File: config.mk
export PLATFORM = sky130hd
export DESIGN_NAME = mc_ctrl_fsm_flat
export DESIGN_NICKNAME = d
export VERILOG_FILES = /design/src/rtl/mc_ctrl_fsm_if.sv /design/src/rtl/mc_ctrl_fsm.sv /design/src/flat_wrapper.sv
export SDC_FILE = /design/constraint.sdc
export NUM_CORES = 1
export LEC_CHECK = 0
export ABC_AREA = 1
export BUFFER_PORTS_ARGS = -buffer_cell sky130_fd_sc_hd__buf_2
export CAP_MARGIN = 20
export CORE_MARGIN = 5
export CORE_UTILIZATION = 52
export DETAILED_ROUTE_END_ITERATION = 8
export GPL_ROUTABILITY_DRIVEN = 0
export PLACE_DENSITY_LB_ADDON = 0.2
export SLEW_MARGIN = 20
export SYNTH_ARGS = -nofsm -noshare
export SYNTH_HDL_FRONTEND = slang
export SYNTH_SLANG_ARGS = --single-unit
File: constraint.sdc
create_clock -name clk -period 1.9 [get_ports clk]
set_input_delay 0.475 -clock clk [delete_from_list [all_inputs] [get_ports clk]]
set_output_delay 0.475 -clock clk [all_outputs]
set_load 0.02 [all_outputs]
File: src/rtl/mc_ctrl_fsm_if.sv
`default_nettype none
// ============================================================================
//  Module   : mc_ctrl_fsm_if
//  Purpose  : Bundles the instruction fields, ALU status flags, memory and
//             exception handshakes, and control outputs exchanged between
//             the multicycle control sequencer and its datapath.
//  Modports : master - the sequencer (drives ctrl_out and the strobes)
//             slave  - the datapath side (drives op/fn, flags, acks)
//  Signals  : op[5:0], fn[5:0]   IR opcode / function field
//             alu_zero, ovfl     ALU status, combinational this cycle
//             mem_ack, exc_ack   memory completion / exception accepted
//             ctrl_out[CTRL_W]   datapath control word
//             mem_req, ir_we, pc_we, exc_valid, exc_cause[1:0], state_dbg[3:0]
//  Revision : 1.0  initial release
// ============================================================================
interface mc_ctrl_fsm_if #(
    parameter int CTRL_W = 22
);
    logic [5:0]        op;
    logic [5:0]        fn;
    logic              alu_zero;
    logic              ovfl;
    logic              mem_ack;
    logic              exc_ack;
    logic [CTRL_W-1:0] ctrl_out;
    logic              mem_req;
    logic              ir_we;
    logic              pc_we;
    logic              exc_valid;
    logic [1:0]        exc_cause;
    logic [3:0]        state_dbg;

    modport master (
        input  op, fn, alu_zero, ovfl, mem_ack, exc_ack,
        output ctrl_out, mem_req, ir_we, pc_we, exc_valid, exc_cause, state_dbg
    );

    modport slave (
        output op, fn, alu_zero, ovfl, mem_ack, exc_ack,
        input  ctrl_out, mem_req, ir_we, pc_we, exc_valid, exc_cause, state_dbg
    );
endinterface
`default_nettype wire

File: src/rtl/mc_ctrl_fsm.sv
`default_nettype none
// ============================================================================
//  Module   : mc_ctrl_fsm
//  Purpose  : Multicycle control sequencer. Steps each instruction through
//             fetch / decode / execute / memory / writeback and produces the
//             22-bit ALU/datapath control word, memory request, IR/PC write
//             strobes and exception reporting.
//  Ports    : clk     rising-edge clock
//             reset   synchronous, active-high
//             bus     mc_ctrl_fsm_if.master (op, fn, alu_zero, ovfl, mem_ack,
//                     exc_ack in; ctrl_out, mem_req, ir_we, pc_we, exc_valid,
//                     exc_cause, state_dbg out)
//  Params   : CTRL_W      control word width (field map assumes 22)
//             MEM_TIMEOUT cycles allowed for mem_ack before a bus-error trap
//             TRAP_ON_OVF 1: add/sub/addi overflow traps, no register write
//  Revision : 1.0  initial release
// ============================================================================
module mc_ctrl_fsm #(
    parameter int CTRL_W      = 22,
    parameter int MEM_TIMEOUT = 16,
    parameter bit TRAP_ON_OVF = 1'b1
) (
    input  wire logic     clk,
    input  wire logic     reset,
    mc_ctrl_fsm_if.master bus
);

    typedef enum logic [3:0] {
        S_RST    = 4'd0,
        S_FETCH  = 4'd1,
        S_DECODE = 4'd2,
        S_EXEC_R = 4'd3,
        S_EXEC_I = 4'd4,
        S_ADDR   = 4'd5,
        S_MEMRD  = 4'd6,
        S_MEMWR  = 4'd7,
        S_WB_MEM = 4'd8,
        S_WB_ALU = 4'd9,
        S_BRANCH = 4'd10,
        S_JUMP   = 4'd11,
        S_EXC    = 4'd12
    } state_t;

    // ---------------- control word field positions ----------------
    localparam int c_F_FNTYPE   = 0;   // 2 bits
    localparam int c_F_LOGICFN  = 2;   // 2 bits, [2] doubles as ADDSUB
    localparam int c_F_SRCY     = 4;
    localparam int c_F_SRCX     = 6;
    localparam int c_B_INST_WR  = 8;
    localparam int c_B_PC_WR    = 9;
    localparam int c_B_PC_WR_BR = 10;
    localparam int c_B_BR_NE    = 11;
    localparam int c_F_PCSRC    = 12;
    localparam int c_B_MEM_RD   = 14;
    localparam int c_B_MEM_WR   = 15;
    localparam int c_B_IORD     = 16;
    localparam int c_B_REG_WR   = 17;
    localparam int c_F_REGDST   = 18;
    localparam int c_F_REGDATA  = 20;

    // ---------------- field encodings ----------------
    localparam logic [1:0] c_T_ARITH  = 2'b00;
    localparam logic [1:0] c_T_LOGIC  = 2'b01;
    localparam logic [1:0] c_T_SHIFT  = 2'b10;
    localparam logic [1:0] c_T_SLT    = 2'b11;
    localparam logic [1:0] c_SH_SRL   = 2'b01;
    localparam logic [1:0] c_SH_SLL   = 2'b10;
    localparam logic [1:0] c_SH_SRA   = 2'b11;
    localparam logic [1:0] c_Y_Y      = 2'b01;
    localparam logic [1:0] c_Y_IMM    = 2'b10;
    localparam logic [1:0] c_Y_IMM2   = 2'b11;
    localparam logic [1:0] c_X_X      = 2'b01;
    localparam logic [1:0] c_PC_Z     = 2'b01;
    localparam logic [1:0] c_PC_JT    = 2'b10;
    localparam logic [1:0] c_PC_X     = 2'b11;
    localparam logic [1:0] c_DST_RT   = 2'b00;
    localparam logic [1:0] c_DST_RD   = 2'b01;
    localparam logic [1:0] c_DST_R31  = 2'b10;
    localparam logic [1:0] c_DATA_Z   = 2'b00;
    localparam logic [1:0] c_DATA_MEM = 2'b01;
    localparam logic [1:0] c_DATA_PC  = 2'b10;

    localparam logic [1:0] c_CAUSE_BUS = 2'b00;
    localparam logic [1:0] c_CAUSE_ILL = 2'b01;
    localparam logic [1:0] c_CAUSE_OVF = 2'b10;
    localparam logic [1:0] c_CAUSE_SYS = 2'b11;

    // ---------------- opcodes / function codes ----------------
    localparam logic [5:0] c_OP_RTYPE = 6'd0;
    localparam logic [5:0] c_OP_J     = 6'd2;
    localparam logic [5:0] c_OP_JAL   = 6'd3;
    localparam logic [5:0] c_OP_BEQ   = 6'd4;
    localparam logic [5:0] c_OP_BNE   = 6'd5;
    localparam logic [5:0] c_OP_ADDI  = 6'd8;
    localparam logic [5:0] c_OP_SLTI  = 6'd10;
    localparam logic [5:0] c_OP_ANDI  = 6'd12;
    localparam logic [5:0] c_OP_ORI   = 6'd13;
    localparam logic [5:0] c_OP_XORI  = 6'd14;
    localparam logic [5:0] c_OP_LW    = 6'd35;
    localparam logic [5:0] c_OP_SW    = 6'd43;

    localparam logic [5:0] c_FN_SLL   = 6'd0;
    localparam logic [5:0] c_FN_SRL   = 6'd2;
    localparam logic [5:0] c_FN_SRA   = 6'd3;
    localparam logic [5:0] c_FN_JR    = 6'd8;
    localparam logic [5:0] c_FN_SYS   = 6'd12;
    localparam logic [5:0] c_FN_ADD   = 6'd32;
    localparam logic [5:0] c_FN_SUB   = 6'd34;
    localparam logic [5:0] c_FN_AND   = 6'd36;
    localparam logic [5:0] c_FN_OR    = 6'd37;
    localparam logic [5:0] c_FN_XOR   = 6'd38;
    localparam logic [5:0] c_FN_NOR   = 6'd39;
    localparam logic [5:0] c_FN_SLT   = 6'd42;

    localparam int                c_WAIT_W    = $clog2(MEM_TIMEOUT + 1);
    localparam logic [c_WAIT_W-1:0] c_WAIT_LAST = c_WAIT_W'(MEM_TIMEOUT - 1);

    // ---------------- registers ----------------
    state_t              r_state;
    logic [5:0]          r_op_q;
    logic [5:0]          r_fn_q;
    logic                r_ovf_q;
    logic [c_WAIT_W-1:0] r_wait;
    logic [1:0]          r_cause;

    // ---------------- combinational ----------------
    state_t              w_state_nxt;
    logic [1:0]          w_cause_nxt;
    logic [CTRL_W-1:0]   w_ctrl;
    logic                w_mem_req;
    logic                w_ir_we;
    logic                w_pc_we;
    logic                w_wait_st;
    logic                w_tmo;
    logic                w_ovf_op;
    logic                w_br_ne;

    // {LOGICFN, FNTYPE} for R-type function codes; add is the fallback.
    function automatic logic [3:0] f_rfn(input logic [5:0] fn);
        case (fn)
            c_FN_SUB: f_rfn = {2'b01,    c_T_ARITH};
            c_FN_AND: f_rfn = {2'b00,    c_T_LOGIC};
            c_FN_OR:  f_rfn = {2'b01,    c_T_LOGIC};
            c_FN_XOR: f_rfn = {2'b10,    c_T_LOGIC};
            c_FN_NOR: f_rfn = {2'b11,    c_T_LOGIC};
            c_FN_SLT: f_rfn = {2'b01,    c_T_SLT};
            c_FN_SLL: f_rfn = {c_SH_SLL, c_T_SHIFT};
            c_FN_SRL: f_rfn = {c_SH_SRL, c_T_SHIFT};
            c_FN_SRA: f_rfn = {c_SH_SRA, c_T_SHIFT};
            default:  f_rfn = {2'b00,    c_T_ARITH};
        endcase
    endfunction

    // {LOGICFN, FNTYPE} for immediate ALU opcodes; addi is the fallback.
    function automatic logic [3:0] f_ifn(input logic [5:0] op);
        case (op)
            c_OP_SLTI: f_ifn = {2'b01, c_T_SLT};
            c_OP_ANDI: f_ifn = {2'b00, c_T_LOGIC};
            c_OP_ORI:  f_ifn = {2'b01, c_T_LOGIC};
            c_OP_XORI: f_ifn = {2'b10, c_T_LOGIC};
            default:   f_ifn = {2'b00, c_T_ARITH};
        endcase
    endfunction

    assign w_wait_st = (r_state == S_FETCH) || (r_state == S_MEMRD) || (r_state == S_MEMWR);
    // Timeout fires in the last permitted wait cycle only if no ack arrives;
    // an ack in that same cycle completes the access normally.
    assign w_tmo     = w_wait_st && !bus.mem_ack && (r_wait == c_WAIT_LAST);
    assign w_ovf_op  = ((r_state == S_EXEC_R) && ((r_fn_q == c_FN_ADD) || (r_fn_q == c_FN_SUB)))
                    || ((r_state == S_EXEC_I) && (r_op_q == c_OP_ADDI));
    assign w_br_ne   = (r_op_q == c_OP_BNE);

    always_ff @(posedge clk) begin
        if (reset) begin
            r_state <= S_RST;
            r_op_q  <= '0;
            r_fn_q  <= '0;
            r_ovf_q <= 1'b0;
            r_wait  <= '0;
            r_cause <= '0;
        end else begin
            r_state <= w_state_nxt;
            if (r_state == S_DECODE) begin
                r_op_q <= bus.op;
                r_fn_q <= bus.fn;
            end
            if ((r_state == S_EXEC_R) || (r_state == S_EXEC_I)) begin
                r_ovf_q <= bus.ovfl & w_ovf_op;
            end
            // Counter runs only while a wait state is held; any exit clears it.
            if (w_wait_st && !bus.mem_ack && !w_tmo) begin
                r_wait <= r_wait + 1'b1;
            end else begin
                r_wait <= '0;
            end
            // Cause is captured on entry and held for the whole EXC visit.
            if ((w_state_nxt == S_EXC) && (r_state != S_EXC)) begin
                r_cause <= w_cause_nxt;
            end
        end
    end

    always_comb begin
        w_state_nxt = r_state;
        w_cause_nxt = r_cause;
        w_ctrl      = '0;
        w_mem_req   = 1'b0;
        w_ir_we     = 1'b0;
        w_pc_we     = 1'b0;
        case (r_state)
            S_RST: begin
                w_state_nxt = S_FETCH;
            end
            S_FETCH: begin
                // PC + 4 into PC while the instruction word is read.
                w_ctrl[c_B_INST_WR] = 1'b1;
                w_ctrl[c_B_PC_WR]   = 1'b1;
                w_ctrl[c_B_MEM_RD]  = 1'b1;
                w_mem_req           = 1'b1;
                if (bus.mem_ack) begin
                    w_ir_we     = 1'b1;
                    w_pc_we     = 1'b1;
                    w_state_nxt = S_DECODE;
                end else if (w_tmo) begin
                    w_state_nxt = S_EXC;
                    w_cause_nxt = c_CAUSE_BUS;
                end
            end
            S_DECODE: begin
                // Speculative branch target PC + (imm << 2) into Z.
                w_ctrl[c_F_SRCY +: 2] = c_Y_IMM2;
                if (bus.op == c_OP_RTYPE) begin
                    case (bus.fn)
                        c_FN_ADD, c_FN_SUB, c_FN_AND, c_FN_OR, c_FN_XOR,
                        c_FN_NOR, c_FN_SLT, c_FN_SLL, c_FN_SRL, c_FN_SRA:
                                  w_state_nxt = S_EXEC_R;
                        c_FN_JR:  w_state_nxt = S_JUMP;
                        c_FN_SYS: begin
                            w_state_nxt = S_EXC;
                            w_cause_nxt = c_CAUSE_SYS;
                        end
                        default: begin
                            w_state_nxt = S_EXC;
                            w_cause_nxt = c_CAUSE_ILL;
                        end
                    endcase
                end else begin
                    case (bus.op)
                        c_OP_ADDI, c_OP_SLTI, c_OP_ANDI, c_OP_ORI, c_OP_XORI:
                                            w_state_nxt = S_EXEC_I;
                        c_OP_LW, c_OP_SW:   w_state_nxt = S_ADDR;
                        c_OP_BEQ, c_OP_BNE: w_state_nxt = S_BRANCH;
                        c_OP_J, c_OP_JAL:   w_state_nxt = S_JUMP;
                        default: begin
                            w_state_nxt = S_EXC;
                            w_cause_nxt = c_CAUSE_ILL;
                        end
                    endcase
                end
            end
            S_EXEC_R: begin
                w_ctrl[c_F_SRCX +: 2]   = c_X_X;
                w_ctrl[c_F_SRCY +: 2]   = c_Y_Y;
                w_ctrl[c_F_FNTYPE +: 4] = f_rfn(r_fn_q);
                w_state_nxt             = S_WB_ALU;
            end
            S_EXEC_I: begin
                w_ctrl[c_F_SRCX +: 2]   = c_X_X;
                w_ctrl[c_F_SRCY +: 2]   = c_Y_IMM;
                w_ctrl[c_F_FNTYPE +: 4] = f_ifn(r_op_q);
                w_state_nxt             = S_WB_ALU;
            end
            S_WB_ALU: begin
                w_ctrl[c_F_REGDST +: 2]  = (r_op_q == c_OP_RTYPE) ? c_DST_RD : c_DST_RT;
                w_ctrl[c_F_REGDATA +: 2] = c_DATA_Z;
                if (r_ovf_q && TRAP_ON_OVF) begin
                    w_state_nxt = S_EXC;
                    w_cause_nxt = c_CAUSE_OVF;
                end else begin
                    w_ctrl[c_B_REG_WR] = 1'b1;
                    w_state_nxt        = S_FETCH;
                end
            end
            S_ADDR: begin
                w_ctrl[c_F_SRCX +: 2] = c_X_X;
                w_ctrl[c_F_SRCY +: 2] = c_Y_IMM;
                w_state_nxt           = (r_op_q == c_OP_LW) ? S_MEMRD : S_MEMWR;
            end
            S_MEMRD: begin
                w_ctrl[c_B_IORD]   = 1'b1;
                w_ctrl[c_B_MEM_RD] = 1'b1;
                w_mem_req          = 1'b1;
                if (bus.mem_ack) begin
                    w_state_nxt = S_WB_MEM;
                end else if (w_tmo) begin
                    w_state_nxt = S_EXC;
                    w_cause_nxt = c_CAUSE_BUS;
                end
            end
            S_MEMWR: begin
                w_ctrl[c_B_IORD]   = 1'b1;
                w_ctrl[c_B_MEM_WR] = 1'b1;
                w_mem_req          = 1'b1;
                if (bus.mem_ack) begin
                    w_state_nxt = S_FETCH;
                end else if (w_tmo) begin
                    w_state_nxt = S_EXC;
                    w_cause_nxt = c_CAUSE_BUS;
                end
            end
            S_WB_MEM: begin
                w_ctrl[c_B_REG_WR]       = 1'b1;
                w_ctrl[c_F_REGDST +: 2]  = c_DST_RT;
                w_ctrl[c_F_REGDATA +: 2] = c_DATA_MEM;
                w_state_nxt              = S_FETCH;
            end
            S_BRANCH: begin
                // X - Y compare; Z already holds the target from DECODE.
                w_ctrl[c_F_SRCX +: 2]   = c_X_X;
                w_ctrl[c_F_SRCY +: 2]   = c_Y_Y;
                w_ctrl[c_F_FNTYPE +: 4] = {2'b01, c_T_ARITH};
                w_ctrl[c_B_PC_WR_BR]    = 1'b1;
                w_ctrl[c_B_BR_NE]       = w_br_ne;
                w_ctrl[c_F_PCSRC +: 2]  = c_PC_Z;
                w_pc_we                 = bus.alu_zero ^ w_br_ne;
                w_state_nxt             = S_FETCH;
            end
            S_JUMP: begin
                w_ctrl[c_B_PC_WR]      = 1'b1;
                w_ctrl[c_F_PCSRC +: 2] = (r_op_q == c_OP_RTYPE) ? c_PC_X : c_PC_JT;
                w_pc_we                = 1'b1;
                if (r_op_q == c_OP_JAL) begin
                    w_ctrl[c_B_REG_WR]       = 1'b1;
                    w_ctrl[c_F_REGDST +: 2]  = c_DST_R31;
                    w_ctrl[c_F_REGDATA +: 2] = c_DATA_PC;
                end
                w_state_nxt = S_FETCH;
            end
            S_EXC: begin
                if (bus.exc_ack) begin
                    w_state_nxt = S_FETCH;
                end
            end
            default: begin
                w_state_nxt = S_RST;
            end
        endcase
    end

    assign bus.ctrl_out  = w_ctrl;
    assign bus.mem_req   = w_mem_req;
    assign bus.ir_we     = w_ir_we;
    assign bus.pc_we     = w_pc_we;
    assign bus.exc_valid = (r_state == S_EXC);
    assign bus.exc_cause = (r_state == S_EXC) ? r_cause : 2'b00;
    assign bus.state_dbg = r_state;

endmodule
`default_nettype wire

File: src/flat_wrapper.sv
// flat-port wrapper written by rule: the top's interface ports become plain ports
module mc_ctrl_fsm_flat 
#(
    parameter int CTRL_W      = 22,
    parameter int MEM_TIMEOUT = 16,
    parameter bit TRAP_ON_OVF = 1'b1
)
  (clk, reset, bus_op, bus_fn, bus_alu_zero, bus_ovfl, bus_mem_ack, bus_exc_ack, bus_ctrl_out, bus_mem_req, bus_ir_we, bus_pc_we, bus_exc_valid, bus_exc_cause, bus_state_dbg);
  mc_ctrl_fsm_if #(.CTRL_W(CTRL_W)) bus_i ();
  input  wire logic clk;
  input  wire logic reset;
  input wire logic [$bits(bus_i.op)-1:0] bus_op;
  input wire logic [$bits(bus_i.fn)-1:0] bus_fn;
  input wire logic [$bits(bus_i.alu_zero)-1:0] bus_alu_zero;
  input wire logic [$bits(bus_i.ovfl)-1:0] bus_ovfl;
  input wire logic [$bits(bus_i.mem_ack)-1:0] bus_mem_ack;
  input wire logic [$bits(bus_i.exc_ack)-1:0] bus_exc_ack;
  output wire logic [$bits(bus_i.ctrl_out)-1:0] bus_ctrl_out;
  output wire logic [$bits(bus_i.mem_req)-1:0] bus_mem_req;
  output wire logic [$bits(bus_i.ir_we)-1:0] bus_ir_we;
  output wire logic [$bits(bus_i.pc_we)-1:0] bus_pc_we;
  output wire logic [$bits(bus_i.exc_valid)-1:0] bus_exc_valid;
  output wire logic [$bits(bus_i.exc_cause)-1:0] bus_exc_cause;
  output wire logic [$bits(bus_i.state_dbg)-1:0] bus_state_dbg;
  assign bus_i.op = bus_op;
  assign bus_i.fn = bus_fn;
  assign bus_i.alu_zero = bus_alu_zero;
  assign bus_i.ovfl = bus_ovfl;
  assign bus_i.mem_ack = bus_mem_ack;
  assign bus_i.exc_ack = bus_exc_ack;
  assign bus_ctrl_out = bus_i.ctrl_out;
  assign bus_mem_req = bus_i.mem_req;
  assign bus_ir_we = bus_i.ir_we;
  assign bus_pc_we = bus_i.pc_we;
  assign bus_exc_valid = bus_i.exc_valid;
  assign bus_exc_cause = bus_i.exc_cause;
  assign bus_state_dbg = bus_i.state_dbg;
  mc_ctrl_fsm #(.CTRL_W(CTRL_W), .MEM_TIMEOUT(MEM_TIMEOUT), .TRAP_ON_OVF(TRAP_ON_OVF)) u_core (.clk(clk), .reset(reset), .bus(bus_i));
endmodule
# Word level (Yosys, flattened, before mapping)
# Index checks and enable logic that the tools add are counted.
# Widths: inputs -> output; s select.
dict set report word_totals {
  reg_bits 24
  latch_bits 0
  ramBits 0
  rom_bits 0
  out_inout_bits 32
  wordCells 146
  mem_count 0
}
dict set report op_classes {
  add_sub_neg 1
  n_mul 0
  div_mod_pow 0
  n_lt_le_gt_ge 0
  eq_ne 59
  n_shift 0
  mux 40
  n_bitwise 3
  n_reduce_logical 37
}
# operator count
set ops {}
lappend ops {{$eq 6x6->1 const B} 17}
lappend ops {{$eq 6x4->1 const B} 12}
lappend ops {{$pmux 4 s9} 2}
lappend ops {{$eq 6x2->1 const B} 7}
lappend ops {{$pmux 4 s4} 2}
lappend ops {{$mux 4} 7}
lappend ops {{$eq 4x4->1 const B} 6}
lappend ops {{$logic_not 6->1} 4}
lappend ops {{$reduce_or 11->1} 2}
lappend ops {{$reduce_or 2->1} 10}
lappend ops {{$eq 6x3->1 const B} 3}
lappend ops {{$eq 4x3->1 const B} 4}
lappend ops {{$pmux 5 s3} 1}
lappend ops {{$mux 2} 7}
lappend ops {{$mux 1} 13}
lappend ops {{$pmux 2 s3} 2}
lappend ops {{$pmux 4 s3} 1}
lappend ops {{$reduce_or 10->1} 1}
lappend ops {{$eq 4x2->1 const B} 2}
lappend ops {{$pmux 2 s2} 2}
lappend ops {{$pmux 4 s2} 1}
lappend ops {{$reduce_or 4->1} 2}
lappend ops {{$reduce_and 7->1} 1}
lappend ops {{$logic_and 1x1->1} 6}
lappend ops {{18 further kinds} 25}

# Logic depth before layout (Yosys ltp)
dict set report depth {
  ltp_word 11
  depth_mapped 12
  ltp_nobuf 12
}

# Worst setup path before layout
# No wires, ideal clock.
dict set report synth_timing {
  path_kind {register to output}
  startpoint {reg u_core.r_state[3], in the netlist u_core.bus.state_dbg[3]}
  endpoint {out bus_ctrl_out[12]}
  arrival_time_ps 1815
  setup_slack_ps -390
  path_stages_with_launch 7
  path_buffers 0
  path_cell_list {dfxtp_1 inv_1 nor2_2 inv_1 nor2_1 inv_1 o21ai_0}
}
dict set report synth_between {
  elab_chain_len 2
  elab_cells_between_ends 3
  classes_between {2 x eq/ne; 1 x mux}
}
# item line_no
set synth_rtl {}
lappend synth_rtl {{start, declared} mc_ctrl_fsm.sv:119} ;# state_t r_state;
lappend synth_rtl {{start signal, assigned} mc_ctrl_fsm.sv:182} ;# r_state <= w_state_nxt;
lappend synth_rtl {{$eq 4x4->1} mc_ctrl_fsm.sv:210} ;# case (r_state)
lappend synth_rtl {{$pmux 2 s2 (*)} mc_ctrl_fsm.sv:210}
lappend synth_rtl {{end, declared} flat_wrapper.sv:18} ;# output wire logic [$bits(bus_i.ctrl_out)-1:0] bus_ctrl_out;
# Every way passes the cells marked *; elsewhere a longest branch is shown, timed or not.

# Final worst setup path
dict set report layout_timing {
  startpoint {reg u_core.r_state[2], in the netlist u_core.bus.state_dbg[2]}
  endpoint {out bus_ctrl_out[2]}
}
dict set report layout_between {
  elab_chain_len 2
  elab_cells_between_ends 4
  classes_between {3 x eq/ne; 1 x mux}
}
# item line_no
set layout_rtl {}
lappend layout_rtl {{$eq 4x4->1, or another cell as far along} mc_ctrl_fsm.sv:210}
lappend layout_rtl {{$pmux 4 s3 (*)} mc_ctrl_fsm.sv:210}
# Marked as above.

==> qor.yml <==
status: "complete, but fails checks"
violations: "DRC, setup timing"
syn_nets: 308
slowest_delay_ps: 380
core_um2: 3310
cts-root-buf: "clkbuf_4"
grt_use_total: 0.254
crit_arrival_ps: 1780
final_net_count: 395
mostFrequentLayoutCells: "44 x nand2_1, 36 x buf_4, 34 x nor2_1"
antennaDiodeCount: 0
syn_to_final_growth_pct: 61.1
initial_core_util: 0.531
hold_path_depth: 2
hp-class: "in -> reg"
viasPerCell: 6.40
start_kind: "flip-flop"
overflow: 0
finalSetupViolations: 25
htree_levels: 1
cp-end-kind: "output port"
path_clk_slew_ps: 120
p_int_w: 0.00107
dr.first_iter.drc_count: 436
finalCritPeriodShare: 1.18
grt_pass1_wl_um: 9090
peakVddDrop_mv: 0.640
p_leak_nw: 1.39
drtAntennaViolNets: 0
yosys_warnings: 0
swShare: 0.439
multi_input_area_um2: 1310
synth-seq-area-share: 0.274
ys_ff_latch: 24
std_cell_rows: 21
worstPathMaxFanout: 6
drv_slew: 0
cts_buffer_depth: 2
place.detailed.hpwl_um: 3790
drive_above_1_share: 0.439
cts_tree: "yes"
wl_um: 9070
rsz0062_at_grt: "true"
pin_count: 50
slowest_stage: "dfxtp_4"
rr_endpoint: "u_core.bus.state_dbg[0]"
crit_buf_inv: 4
layout_commonest_cell: "nand2_1"
critPathTopFamily: "buffers and inverters"
synth.top_cell.area_share: 0.274
pwr-share-seq: 0.327
cts_buffers: 3
maxCapViolCount: 0
ys_types: 34
cts_sinks: 24
placed_area_um2: 2140
wl_per_cell_um: 21.6
drt_first_pass_iters: 9
numPortBuffers: 48
fmax_mhz: 444
hold_end: "u_core.bus.state_dbg[2]"
finalClockSkew_ps: 6.21
dieArea_um2: 4640
power.clock.fraction: 0.143
finalHoldViolations: 0
fin_crit_ps: 2250
fin_ws_ps: -351
antenna_found_initial: 0
synth_area_leaders: "dfxtp_1 27%, nand2_1 11%, nor2_1 9.8%, inv_1 9.2%, o21ai_0 6.6%"
ff2ff_path_depth: 13
path_class: "reg -> out"
syn_area_per_cell_um2: 6.10
crit_chain: "buf_4 -> buf_6 -> nor2_4 -> inv_2 -> nor2_4 -> o21ai_1 -> o2111ai_2 -> buf_6"
combPwrFrac: 0.530
via_count: 2687
regArea_um2: 499
grt_start_max_net_pins: 22
switching_power_w: 0.000834
synthCells: 288
die_x_um: 68.1
dieHeight_um: 68.1
whs_ps: 420
cp.required_ps: 1420
design_area_um2: 2830
r2r_slack_ps: -230
drc: 1
hold_start: "reset"
fillers: 160
power_w: 0.00190
power.density_nw_per_um2: 672
syn-cell-area_um2: 1760
grt_pass1_vias: 2020
timing.rr.start: "u_core.bus.state_dbg[2]"
clkLatencyLatePin_ps: 320
yosys.area.top_type: "dfxtp_1"
## power groups by stage
stage	clock network [W]	registers [W]	logic [W]
after floorplan	0	0.000608	0.000414
after CTS	0.000270	0.000603	0.000701
after detailed placement	0	0.000610	0.000578
final	0.000271	0.000622	0.00101
after global routing	0.000290	0.000622	0.00107
after global placement	0	0.000608	0.000573
## logic make-up (layout without fill, tap and decap cells)
logic type	count (synthesis)	count (layout)	share of synthesized area
flops	24	24	0.274
simple gates	153	153	0.412
xor+xnor	2	2	0.00997
fa+ha+maj	2	2	0.0142
buf+inv	55	141	0.125
other cells	1	1	0.00213
compound gates	51	51	0.163
## state kept, by name, summed over array words and instances, names as in the netlist
name                  flops
u_core.bus.state_dbg      4
u_core.r_cause            2
u_core.r_fn_q             6
u_core.r_op_q             6
u_core.r_ovf_q            1
u_core.r_wait             5
## worst max-delay path by stage
stage                                        from               end  slack, ps  cells after the start
after CTS                 u_core.bus.state_dbg[2]   bus_ctrl_out[2]       -230                      7
after floorplan           u_core.bus.state_dbg[3]  bus_ctrl_out[12]         -7                      6
final                     u_core.bus.state_dbg[2]   bus_ctrl_out[2]       -350                      8
after global placement    u_core.bus.state_dbg[2]   bus_ctrl_out[0]        110                      7
after detailed placement  u_core.bus.state_dbg[2]   bus_ctrl_out[2]         70                      7
after global routing      u_core.bus.state_dbg[2]  bus_ctrl_out[12]       -640                      7
## Yosys cell counts
cell and number:
clkbuf_1 1, clkbuf_2 1, nor2_4 2, buf_2 3, nand3b_1 1, xor2_1 2, or2_1 1, nand4_1 10
nand3_2 2, o311ai_0 1, nand2_1 51, o22ai_1 1, inv_1 43, nor3b_2 1, a211oi_1 1, o2111ai_1 1
nor2_8 1, nor2_2 8, nand2_4 1, nor2_1 46, buf_4 2, nand3_1 20, dfxtp_1 24, o31ai_1 2
o211ai_1 3, nand2_2 2, o221ai_1 1, inv_2 5, a21oi_2 1, a21oi_1 17, conb_1 1, ha_1 2
nor3_1 7, o21ai_0 23
## stage by stage
stage           util  worst slack, ps  setup TNS, ps  instances
2_1_floorplan      -            -6.68          -9.82        288
3_3_place_gp   0.648              109              0        383
3_5_place_dp   0.648             65.9              0        383
4_1_cts        0.747             -228          -1170        402
5_1_grt        0.855             -638          -7840        420
6_report       0.855             -351          -5060        420
## timing repair
action / CTS / global route
setup endpoints to repair: 19 / 27
pin swaps: 11 / 20
hold buffers: 0 / 0
buffers inserted: 16 / 20
resized for setup: 61 / 68
## layer usage
| layer | part of all wire | routed length [um] | global-route usage |
|---|---|---|---|
| met2 | 0.46 | 4130 | 0.430 |
| met4 | 0.086 | 783 | 0.127 |
| met1 | 0.34 | 3070 | 0.311 |
| met3 | 0.12 | 1090 | 0.0378 |
| met5 | 0 | 0 | 0 |
## final cells by class
type	instances	share of cell area
tap	46	0.0203
timing repair buffer	89	0.258
inverter	48	0.0698
sequential	24	0.176
multi-input combinational	209	0.463
clock buffer	4	0.0128
Power figures use the tool's default switching activity.
